[config.mk]
export PLATFORM = sky130hd
export DESIGN_NAME = imem_loader
export DESIGN_NICKNAME = d
export VERILOG_FILES = /design/src/rtl/imem_loader.sv
export SDC_FILE = /design/constraint.sdc
export NUM_CORES = 1
export LEC_CHECK = 0
export BUFFER_PORTS_ARGS = -buffer_cell sky130_fd_sc_hd__buf_2
export CAP_MARGIN = 15
export CORE_AREA = 2 2 87 89
export DETAILED_ROUTE_END_ITERATION = 8
export DIE_AREA = 0 0 89 91
export GPL_ROUTABILITY_DRIVEN = 0
export PLACE_DENSITY = 0.74
export SYNTH_ARGS = -nofsm -noshare
export SYNTH_HDL_FRONTEND = slang
export SYNTH_SLANG_ARGS = --single-unit
[constraint.sdc]
create_clock -name clk_i -period 2.5 [get_ports clk_i]
set_input_delay 0.375 -clock clk_i [delete_from_list [all_inputs] [get_ports clk_i]]
set_output_delay 0.375 -clock clk_i [all_outputs]
set_load 0.005 [all_outputs]
[src/rtl/imem_loader.sv]
`default_nettype none
// ============================================================================
// Module   : imem_loader
// Purpose  : Packs a length-prefixed byte stream into little-endian 32-bit
//            words and writes them to instruction memory from word 0 upward.
// Revision : 1.0  initial release
// ============================================================================
module imem_loader #(
    parameter int ADDR_WIDTH = 8
) (
    input  logic                  clk_i,
    input  logic                  reset_i,
    input  logic                  start_i,
    input  logic                  in_valid_i,
    input  logic [7:0]            in_data_i,
    output logic                  in_ready_o,
    output logic                  we_o,
    output logic [ADDR_WIDTH-3:0] waddr_o,
    output logic [31:0]           wdata_o,
    output logic                  busy_o,
    output logic                  done_o,
    output logic                  error_o
);
    localparam int          c_WW  = ADDR_WIDTH - 2;
    localparam logic [16:0] c_CAP = 17'(1) << c_WW;

    typedef enum logic [1:0] {
        S_IDLE   = 2'd0,
        S_LEN_LO = 2'd1,
        S_LEN_HI = 2'd2,
        S_DATA   = 2'd3
    } state_t;

    state_t            state_q, state_d;
    logic [15:0]       count_q, count_d;
    logic [1:0]        lane_q, lane_d;
    logic [c_WW-1:0]   widx_q, widx_d;
    logic [23:0]       word_q, word_d;
    logic              we_q, we_d;
    logic [c_WW-1:0]   waddr_q, waddr_d;
    logic [31:0]       wdata_q, wdata_d;
    logic              busy_q, busy_d;
    logic              done_q, done_d;
    logic              error_q, error_d;

    logic              w_hs;
    logic [15:0]       w_len;
    logic              w_last;

    assign in_ready_o = (state_q != S_IDLE);
    assign w_hs       = in_valid_i & in_ready_o;
    assign w_len      = {in_data_i, count_q[7:0]};
    // Length check guarantees count_q >= 1 and the index never exceeds capacity-1.
    assign w_last     = ({{(16-c_WW){1'b0}}, widx_q} == (count_q - 16'd1));

    always_ff @(posedge clk_i) begin
        if (reset_i) begin
            state_q <= S_IDLE;
            count_q <= '0;
            lane_q  <= '0;
            widx_q  <= '0;
            word_q  <= '0;
            we_q    <= 1'b0;
            waddr_q <= '0;
            wdata_q <= '0;
            busy_q  <= 1'b0;
            done_q  <= 1'b0;
            error_q <= 1'b0;
        end else begin
            state_q <= state_d;
            count_q <= count_d;
            lane_q  <= lane_d;
            widx_q  <= widx_d;
            word_q  <= word_d;
            we_q    <= we_d;
            waddr_q <= waddr_d;
            wdata_q <= wdata_d;
            busy_q  <= busy_d;
            done_q  <= done_d;
            error_q <= error_d;
        end
    end

    always_comb begin
        state_d = state_q;
        count_d = count_q;
        lane_d  = lane_q;
        widx_d  = widx_q;
        word_d  = word_q;
        we_d    = 1'b0;
        waddr_d = waddr_q;
        wdata_d = wdata_q;
        busy_d  = busy_q;
        done_d  = 1'b0;
        error_d = error_q;
        case (state_q)
            S_IDLE: begin
                if (start_i) begin
                    state_d = S_LEN_LO;
                    error_d = 1'b0;
                    busy_d  = 1'b1;
                end
            end
            S_LEN_LO: begin
                if (w_hs) begin
                    count_d[7:0] = in_data_i;
                    state_d      = S_LEN_HI;
                end
            end
            S_LEN_HI: begin
                if (w_hs) begin
                    count_d[15:8] = in_data_i;
                    if ((w_len == 16'd0) || ({1'b0, w_len} > c_CAP)) begin
                        error_d = 1'b1;
                        busy_d  = 1'b0;
                        state_d = S_IDLE;
                    end else begin
                        widx_d  = '0;
                        lane_d  = '0;
                        state_d = S_DATA;
                    end
                end
            end
            S_DATA: begin
                if (w_hs) begin
                    case (lane_q)
                        2'd0: word_d[7:0]   = in_data_i;
                        2'd1: word_d[15:8]  = in_data_i;
                        2'd2: word_d[23:16] = in_data_i;
                        default: begin
                            we_d    = 1'b1;
                            waddr_d = widx_q;
                            wdata_d = {in_data_i, word_q};
                            widx_d  = widx_q + 1'b1;
                            if (w_last) begin
                                state_d = S_IDLE;
                                done_d  = 1'b1;
                                busy_d  = 1'b0;
                            end
                        end
                    endcase
                    lane_d = lane_q + 2'd1;
                end
            end
            default: state_d = S_IDLE;
        endcase
    end

    assign we_o    = we_q;
    assign waddr_o = waddr_q;
    assign wdata_o = wdata_q;
    assign busy_o  = busy_q;
    assign done_o  = done_q;
    assign error_o = error_q;

endmodule
`default_nettype wire

==> metrics.cfg, run 1 <==
[setup_path]
critPathRequiredTime_ns = 2.72
cp-end-kind = flop
path_delay_family = simple AND/OR/NAND/NOR gates
r2r_setup_slack_ns = 0.17
startpoint = count_q[1]$_SDFFE_PP0P_
r2r_start = count_q[1]$_SDFFE_PP0P_
cp_slowest_cell = or3b_1
cpPeakStageDelay_ns = 0.39
critPathLaunchType = flop
arrival_ns = 2.55
critical_path_class = flop to flop
path_buf_inv = 2
reg2reg_depth = 9
r2r-end = busy_o$_SDFFE_PP0P_
cpMostUsedCell = or3b_1
critPathMaxFanout = 6
cp_cell_sequence = inv_1, ha_1, or3b_1, o211ai_2, a2111oi_4, buf_4, or3b_1, a211oi_1, o22ai_1

[route]
drc = 0
routedWlPerCell_um = 14.4
routed.top_layer = met4
post_drt_via_cell_ratio = 5.32
num_vias = 3438
firstDrtPassIters = 4
drtIter0Drc = 168
wl_um = 9310
drt-met1-wl_um = 4200
dr_wl_met3_um = 595
ant_nets = 0
wl_met2_um = 4360

[sta]
finalCriticalPeriod_ns = 2.33
period_share_pct = 93.0
clock_skew_ns = 0.0128
finalMaxSlewViolations = 0
final-hold-violation-count = 0
rsz0062_at_grt = no
tns_ns = 0
max_freq_ghz = 0.430
tightest_slew_ns = 0.736
finalSetupViolCount = 0
slew_headroom_pct = 50.9

[yosys]
async_flop_share_pct = 0
ys_ff_latch = 92
synth_top_family_by_area = simple AND/OR/NAND/NOR gates
synth_top_area_share_pct = 46.8
synth_fp_nets = 502
syn_avg_cell_area_um2 = 8.14
synth_area_um2 = 3940
synth_mux_area_share_pct = 4.07
synth_xor_area_share_pct = 2.45
yosys_most_used_dff = dfxtp_1
synthCells = 484
synthSimpleGateAreaFrac_pct = 25.6
synth_warnings = 0
synth_edf_count = 0
synth_compound_area_share_pct = 15.1
synthTopCellsByArea = dfxtp_1 47%, nand2_1 13%, a21oi_1 9.0%, mux2i_1 4.1%, nor2_1 3.4%
synth_largest_area_cell = dfxtp_1
synthAdderAreaFrac_pct = 1.91
yosysSeqAreaShare_pct = 46.8
yosysUniqueCellTypes = 47

[pwr]
peakVddDrop_uv = 374
p_per_area_nw_per_um2 = 592
p_leak_nw = 1.88

[floorplan]
initial_core_util_pct = 55.2
die_w_um = 89
die-area_um2 = 8100
io_pins = 55
rows = 31
die_h_um = 91
core_um2 = 7140

[layout]
drive_gt1_share_pct = 19.4
antennaDiodeCount = 0
area.growth.synth_to_final_pct = 16.4
instances_no_fill = 646
fin_nets = 560

[job]
max_cap_violations = 0

[placed_design]
dp.cells = 627
hpwl_um = 6510
place.port_buffers = 54

[hold_path]
holdCritStartpoint = in_data_i[5]
hp-class = primary input to flop
holdPathEnd = wdata_o[29]$_SDFFE_PP0P_
holdPathStages = 3

[cts]
cts_tree = done
numCtsBuffers = 9
htreeDepth = 3
clk_pin_slew_ns = 0.10
clock_latency_ns = 0.37
cts_resized = 0
cts.sinks = 92
cts_root_buf = clkbuf_8
postCtsSetupBuffers = 0
ctsLongestPathBuffers = 2
cts_hold_buffers = 0

[global_routing]
overflow = 0
grt_first_pass_wirelength_um = 15200
grt_antenna_before_repair = 0
first_global_vias = 3173
grtUsageTotal_pct = 23.9
grt_max_degree = 41

[run_status]
outcome = finished, final reports clean

worst max-delay path by stage:
stage                              end  depth (start not counted)
2_1_floorplan      busy_o$_SDFFE_PP0P_                          8
3_3_place_gp       busy_o$_SDFFE_PP0P_                          9
3_5_place_dp   state_q[1]$_SDFFE_PP0P_                          9
4_1_cts        state_q[1]$_SDFFE_PP0P_                          9
5_1_grt            busy_o$_SDFFE_PP0P_                          9
6_report           busy_o$_SDFFE_PP0P_                          9
flip-flops by register name, indices dropped and copies added, names as in the netlist:
signal,cells
wdata_o,32
word_q,24
count_q,16
waddr_o,6
widx_q,6
lane_q,2
state_q,2
busy_o,1
done_o,1
error_o,1
we_o,1
where the power goes:
part	internal [mW]	switching, mW
Combinational	0.101	0.145
Sequential	1.48	0.0179
Clock	0.387	0.585
Total	1.97	0.747
cell usage after synthesis (2+ instances only):
cell and n:
nand2b_1 6, dfxtp_1 92, and2_1 5, nor3_1 4, o22ai_1 2, nor2b_1 2
nor4b_2 2, buf_1 2, nand3b_1 4, clkbuf_1 25, a211oi_1 6, nand4b_1 2
nor2_1 36, a21oi_1 71, a21o_1 3, nand3_1 3, nand4_1 3, buf_2 2
inv_1 6, nor4_1 6, xnor2_1 5, and3_1 4, mux2i_1 16, or4_4 2
nand2_1 134, or3b_1 3, buf_6 2, o211ai_1 3, ha_1 6, o21ai_0 4
xor2_1 6, or2_2 2
per-layer routing:
metal,track usage [%],up-vias
met5,0,-
met4,8.71,0
met3,4.64,12
met2,37.1,91
met1,32.9,1591
li1,-,1744
placed cells by master, fill, tap and decap left out, drive strengths merged, types with 9 or more instances in the layout:
cell type / n
a21oi: 71
inv: 9
mux2i: 16
buf: 79
dfxtp: 92
nand2: 135
nor2: 36
clkbuf: 9
metrics by stage:
| step | area, um^2 | utilization [%] | setup WS [ns] | power [mW] | hold slack [ns] |
|---|---|---|---|---|---|
| 3_3_place_gp | 4370 | 61.2 | 0.233 | 1.76 | 0.440 |
| 3_5_place_dp | 4370 | 61.2 | 0.176 | 1.76 | 0.444 |
| 4_1_cts | 4560 | 63.9 | 0.159 | 2.71 | 0.330 |
| 2_1_floorplan | 3940 | - | 0.377 | 1.68 | 0.432 |
| 5_1_grt | 4580 | 64.2 | 0.0182 | 2.81 | 0.334 |
| 6_report | 4580 | 64.2 | 0.174 | 2.71 | 0.342 |
final cells by class:
cell class	instances	area [um^2]
Clock buffer	9	124
Tap cell	99	124
Sequential cell	92	1840
Fill cell	642	2550
Timing Repair Buffer	79	470
Inverter	6	22.5
Multi-Input combinational cell	354	1930
Clock inverter	7	68.8
worst register-to-register path, stage by stage (launching register included):
cell	delay, ns
dfxtp_1	0.35
inv_1	0.07
ha_1	0.19
or3b_1	0.39
o211ai_2	0.22
a2111oi_4	0.10
buf_4	0.17
or3b_1	0.37
a211oi_1	0.25
o22ai_1	0.10
cells by family after synthesis:
family	Yosys count
compound gates	100
buf+inv	38
flops	92
mux	16
simple gates	221
xor+xnor	11
fa+ha+maj	6
Note: power is estimated with default switching activity, not from simulation.
==> inputs of run 2 (changes only) <==
==> constraint.sdc (replaced) <==
create_clock -name clk_i -period 2.5 [get_ports clk_i]
set_input_delay 0.125 -clock clk_i [delete_from_list [all_inputs] [get_ports clk_i]]
set_output_delay 0.125 -clock clk_i [all_outputs]
set_load 0.005 [all_outputs]
==> run 2 against run 1 <==
Sequential cell count stayed put. Total power hardly changed. Design area is 1.0% lower. Sequential share of layout area is 0.42 points higher. Clock power hardly changed. Clock skew hardly changed. Critical path type unchanged. Die area stayed put. Worst setup slack worse by 0.047 ns. Clock-buffer cell count is 3 higher. Cell count is 1.4% lower. Fmax is 2.0% lower. Largest power group unchanged. First-iteration DRC count is 23% higher.
==> metrics.cfg, run 2 (synthesis results as in run 1) <==
[run_status]
outcome = finished, final reports clean

[hold_path]
holdPathStages = 3  ; unchanged
holdCritStartpoint = in_data_i[0]
holdPathEnd = word_q[8]$_SDFFE_PP0P_
hp-class = primary input to flop

[cts]
cts_hold_buffers = 0  ; unchanged
htreeDepth = 3  ; unchanged
postCtsSetupBuffers = 0  ; unchanged
clk_pin_slew_ns = 0.09  ; about the same
numCtsBuffers = 9  ; unchanged
cts_root_buf = clkbuf_8
ctsLongestPathBuffers = 2  ; unchanged
cts_resized = 0  ; unchanged
clock_latency_ns = 0.36  ; about the same
cts.sinks = 92  ; unchanged
cts_tree = done

[sta]
clock_skew_ns = 0.0130  ; +0.000175 ns
slew_headroom_pct = 48.2  ; -2.8 points
period_share_pct = 94.9  ; +1.9 points
tightest_slew_ns = 0.777  ; +0.0416 ns
finalSetupViolCount = 0  ; unchanged
tns_ns = 0  ; unchanged
rsz0062_at_grt = no
final-hold-violation-count = 0  ; unchanged
finalMaxSlewViolations = 0  ; unchanged
finalCriticalPeriod_ns = 2.37  ; +0.0466 ns
max_freq_ghz = 0.421  ; -2.0%
fin_hold_ws_ns = 0.102  ; -0.239 ns

[route]
post_drt_via_cell_ratio = 5.43  ; +2.0%
ant_nets = 0  ; unchanged
num_vias = 3458  ; +0.58%
drtIter0Drc = 207  ; +23%
wl_um = 9320  ; +0.17%
firstDrtPassIters = 5  ; +1
routedWlPerCell_um = 14.6  ; +1.6%
drc = 0  ; unchanged

[floorplan]
die_w_um = 89  ; unchanged
io_pins = 55  ; unchanged
core_um2 = 7140  ; unchanged
initial_core_util_pct = 55.2  ; unchanged
rows = 31  ; unchanged
die_h_um = 91  ; unchanged
die-area_um2 = 8100  ; unchanged

[setup_path]
cp-end-kind = flop
reg2reg_depth = 9  ; unchanged
r2r_start = count_q[0]$_SDFFE_PP0P_
critical_path_class = flop to flop
arrival_ns = 2.60  ; +0.05 ns
critPathLaunchType = flop
r2r_setup_slack_ns = 0.13  ; -0.05 ns
critPathRequiredTime_ns = 2.73  ; about the same
critPathMaxFanout = 8  ; +2
r2r-end = busy_o$_SDFFE_PP0P_

[placed_design]
dpl-instance-area_um2 = 4320  ; -1.0%
hpwl_um = 6210  ; -4.6%
place.port_buffers = 54  ; unchanged

[pwr]
p_leak_nw = 1.85  ; -1.4%
peakVddDrop_uv = 426  ; +14%
p_per_area_nw_per_um2 = 598  ; +1.0%

[global_routing]
grtUsageTotal_pct = 24.1  ; +0.16 points
grt_max_degree = 43  ; +4.9%
grt_antenna_before_repair = 0  ; unchanged
grt_first_pass_wirelength_um = 15200  ; about the same
first_global_vias = 3147  ; -0.82%
overflow = 0  ; unchanged

[layout]
final_area_um2 = 4540  ; -1.0%
largest_reg_flops = 32  ; unchanged
final_common_cell = nand2_1
area.growth.synth_to_final_pct = 15.2
layout_common_cells = 134 x nand2_1, 92 x dfxtp_1, 71 x a21oi_1
drive_gt1_share_pct = 18.2  ; -1.2 points
fin_nets = 551  ; -1.6%
antennaDiodeCount = 0  ; unchanged

[job]
max_cap_violations = 0  ; unchanged

[run 2: how the worst max path moves through the flow]
stage	end	cells past startpoint	slack, ns	startpoint
floorplan	busy_o$_SDFFE_PP0P_	8	0.38	count_q[0]$_SDFFE_PP0P_
global placement	busy_o$_SDFFE_PP0P_	9	0.21	count_q[0]$_SDFFE_PP0P_
finish	busy_o$_SDFFE_PP0P_	9	0.13	count_q[0]$_SDFFE_PP0P_
detailed placement	busy_o$_SDFFE_PP0P_	9	0.13	count_q[0]$_SDFFE_PP0P_
CTS	busy_o$_SDFFE_PP0P_	9	0.13	count_q[0]$_SDFFE_PP0P_
global route	busy_o$_SDFFE_PP0P_	9	0.01	count_q[0]$_SDFFE_PP0P_
[run 2: power by group]
group	internal, mW	leakage, nW	switching (mW)
combinational	0.0938	1.01	0.149
sequential	1.48	0.742	0.0185
clock	0.433	0.0995	0.541
total	2.00	1.85	0.708
[run 2: worst max-delay path, cell delays in order, from the launching register on]
cell       delay, ns
dfxtp_1         0.37
inv_1           0.08
ha_1            0.20
or3b_1          0.39
o211ai_2        0.22
a2111oi_4       0.08
buf_4           0.18
or3b_1          0.39
a211oi_2        0.24
o22ai_1         0.09
[run 2: final cells by class]
cell class	instances	area, um^2
Clock inverter	4	37.5
Multi-Input combinational cell	354	1950
Timing Repair Buffer	70	403
Sequential cell	92	1840
Tap cell	99	124
Inverter	6	22.5
Clock buffer	12	155
Fill cell	657	2600
[run 2: stage by stage]
step	util (%)	setup slack [ns]	total power [mW]	cells
global placement	60.6	0.211	1.75	621
finish	63.6	0.127	2.71	637
CTS	63.3	0.132	2.71	637
detailed placement	60.6	0.133	1.76	621
global route	63.6	0.0117	2.82	637
floorplan	-	0.377	1.68	484
[run 2: metal layers]
layer | track usage [%] | part of all wire, %
met4 | 9.83 | 2.2
met3 | 4.00 | 5.5
met2 | 38.3 | 48
met1 | 32.2 | 44
met5 | 0 | 0
==> inputs of run 3 (changes only) <==
Settings changed: CELL_PAD_IN_SITES_DETAIL_PLACEMENT set to 0, CELL_PAD_IN_SITES_GLOBAL_PLACEMENT set to 2, CORE_AREA 2 2 87 89 to 2 2 113 115, DIE_AREA 0 0 89 91 to 0 0 115 117, PLACE_DENSITY 0.74 to 0.73.
==> run 3 against run 2 <==
Combinational power down 2%. Global-route usage is 8.3 points lower. Clock skew fell by 0.0065 ns. Utilization down 26 points. Critical endpoint unchanged. Die area is 66% higher. Wire length increased by 9.7%. Via count is 3.4% lower. Sequential cell count did not move.
==> metrics.cfg, run 3 (synthesis results as in run 1) <==
[run_status]
outcome = finished, final reports clean

[layout]
largest_reg_flops = 32  ; unchanged
layout_common_cells = 134 x nand2_1, 92 x dfxtp_1, 71 x a21oi_1
drive_gt1_share_pct = 17.9  ; -0.31 points
instances_no_fill = 686  ; +7.7%
final_area_um2 = 4670  ; +2.9%
area.growth.synth_to_final_pct = 18.6
antennaDiodeCount = 0  ; unchanged
final_common_cell = nand2_1
fin_nets = 549  ; -0.36%
fillers = 1307  ; +99%

[sta]
clock_skew_ns = 0.00646  ; -0.00655 ns
max_freq_ghz = 0.425  ; +0.83%
final-hold-violation-count = 0  ; unchanged
finalSetupViolCount = 0  ; unchanged
rsz0062_at_grt = no
period_share_pct = 94.1  ; -0.78 points
finalMaxSlewViolations = 0  ; unchanged
slew_headroom_pct = 43.0  ; -5.1 points
finalCriticalPeriod_ns = 2.35  ; -0.0196 ns
tightest_slew_ns = 0.847  ; +0.0692 ns

[pwr]
p_sw_mw = 0.737  ; +4.1%
clockPowerShare_pct = 43.0  ; +7.1 points
switching_share_pct = 24.2  ; -1.9 points
p_leak_nw = 1.87  ; +0.93%
internal_power_mw = 2.31  ; +15%
power_frac_seq_pct = 49.2  ; -6.0 points
combPwrFrac_pct = 7.8  ; -1.1 points
peakVddDrop_uv = 287  ; -33%
p_per_area_nw_per_um2 = 653  ; +9.1%

[floorplan]
die-area_um2 = 13500  ; +66%
die_w_um = 115  ; +29%
core_um2 = 12300  ; +73%
initial_core_util_pct = 32.0  ; -23 points
die_h_um = 117  ; +29%
io_pins = 55  ; unchanged
rows = 41  ; +32%

[cts]
ctsLongestPathBuffers = 2  ; unchanged
cts_tree = done
numCtsBuffers = 9  ; unchanged
cts_hold_buffers = 0  ; unchanged
clk_pin_slew_ns = 0.06  ; -0.03 ns
clock_latency_ns = 0.34  ; -0.02 ns
cts_root_buf = clkbuf_16
htreeDepth = 3  ; unchanged
cts.sinks = 92  ; unchanged

[setup_path]
cpPeakStageDelay_ns = 0.44  ; +0.05 ns
cp_cell_sequence = inv_1, ha_1, or3b_4, o211ai_2, a2111oi_4, buf_4, or3b_1, a211oi_1, o22ai_1
arrival_ns = 2.56  ; -0.04 ns
critPathMaxFanout = 6  ; -2
startpoint = count_q[0]$_SDFFE_PP0P_
critical_path_class = flop to flop
r2r_start = count_q[0]$_SDFFE_PP0P_
cp-end-kind = flop
critPathRequiredTime_ns = 2.71  ; -0.02 ns
cp_slowest_cell = or3b_4
critPathLaunchType = flop

[route]
wl_um = 10200  ; +9.7%
firstDrtPassIters = 4  ; -1
ant_nets = 0  ; unchanged
num_vias = 3341  ; -3.4%
drc = 0  ; unchanged
routedWlPerCell_um = 14.9  ; +1.8%
post_drt_via_cell_ratio = 4.87  ; -10%
drtIter0Drc = 149  ; -28%

[global_routing]
grt_antenna_before_repair = 0  ; unchanged
overflow = 0  ; unchanged
grtUsageTotal_pct = 15.8  ; -8.3 points
grt_max_degree = 43  ; unchanged
grt_first_pass_wirelength_um = 16200  ; +6.5%
first_global_vias = 3038  ; -3.5%

[placed_design]
dpl-instance-area_um2 = 4350  ; +0.61%
dp.cells = 667  ; +7.4%
hpwl_um = 7010  ; +13%
place.port_buffers = 54  ; unchanged

[hold_path]
hp-class = primary input to flop
holdCritStartpoint = in_data_i[5]

[job]
max_cap_violations = 0  ; unchanged

-- run 3: changes by cell type in the layout (fill, tap and decap cells not counted), sizes merged --
cell    delta
buf        -2
clkinv     +1
inv        -1
-- run 3: what timing repair did --
item                                    in CTS  in global routing
buffers inserted                             0                  3
endpoints found under the setup margin       0                  9
gates resized for setup                      0                  2
-- run 3: power groups by stage --
stage | logic (mW) | clock network, mW | registers, mW
2_1_floorplan | 0.159 | 0 | 1.52
3_3_place_gp | 0.228 | 0 | 1.53
3_5_place_dp | 0.230 | 0 | 1.53
4_1_cts | 0.231 | 1.36 | 1.50
5_1_grt | 0.263 | 1.41 | 1.50
6_report | 0.237 | 1.31 | 1.50
-- run 3: critical path: cells and delay by family (launching register included) --
kind            cells  cell delay (ns)
simple gates        2             0.80
compound gates      4             0.63
flops               1             0.36
buf+inv             2             0.26
fa+ha+maj           1             0.19
-- run 3: routing by layer --
layer | up-vias | GRT usage (%) | part of all wire [%]
met3 | 10 | 3.09 | 5.4
met5 | - | 0 | 0
li1 | 1725 | - | -
met4 | 0 | 7.79 | 2.0
met2 | 67 | 24.6 | 45
met1 | 1539 | 21.0 | 47
-- run 3: final timing paths --
path / to / slack (ns) / cells after the start
setup / recovery: busy_o$_SDFFE_PP0P_ / 0.15 / 9
hold reg to reg: wdata_o[14]$_SDFFE_PP0P_ / 0.45 / 2
setup reg to reg: busy_o$_SDFFE_PP0P_ / 0.15 / 9
hold / removal: wdata_o[29]$_SDFFE_PP0P_ / 0.13 / 3
-- run 3: final cells by class --
cell class | instances | area, um^2 | share of cell area (%)
Multi-Input combinational cell | 354 | 1940 | 41.6
Sequential cell | 92 | 1840 | 39.4
Timing Repair Buffer | 68 | 388 | 8.31
Clock inverter | 4 | 31.3 | 0.670
Tap cell | 150 | 188 | 4.02
Inverter | 6 | 22.5 | 0.482
Clock buffer | 12 | 256 | 5.49
-- run 3: stage by stage --
stage | setup slack, ns | utilization [%] | power [mW] | hold WS, ns | TNS, ns
after detailed placement | -0.0904 | 35.3 | 1.76 | 0.444 | -0.198
after floorplan | 0.377 | - | 1.68 | 0.261 | 0
final | 0.147 | 37.9 | 3.05 | 0.135 | 0
after global routing | 0.0166 | 37.9 | 3.17 | 0.147 | 0
after CTS | 0.0534 | 37.7 | 3.09 | 0.120 | 0
after global placement | 0.0144 | 35.3 | 1.76 | 0.440 | 0
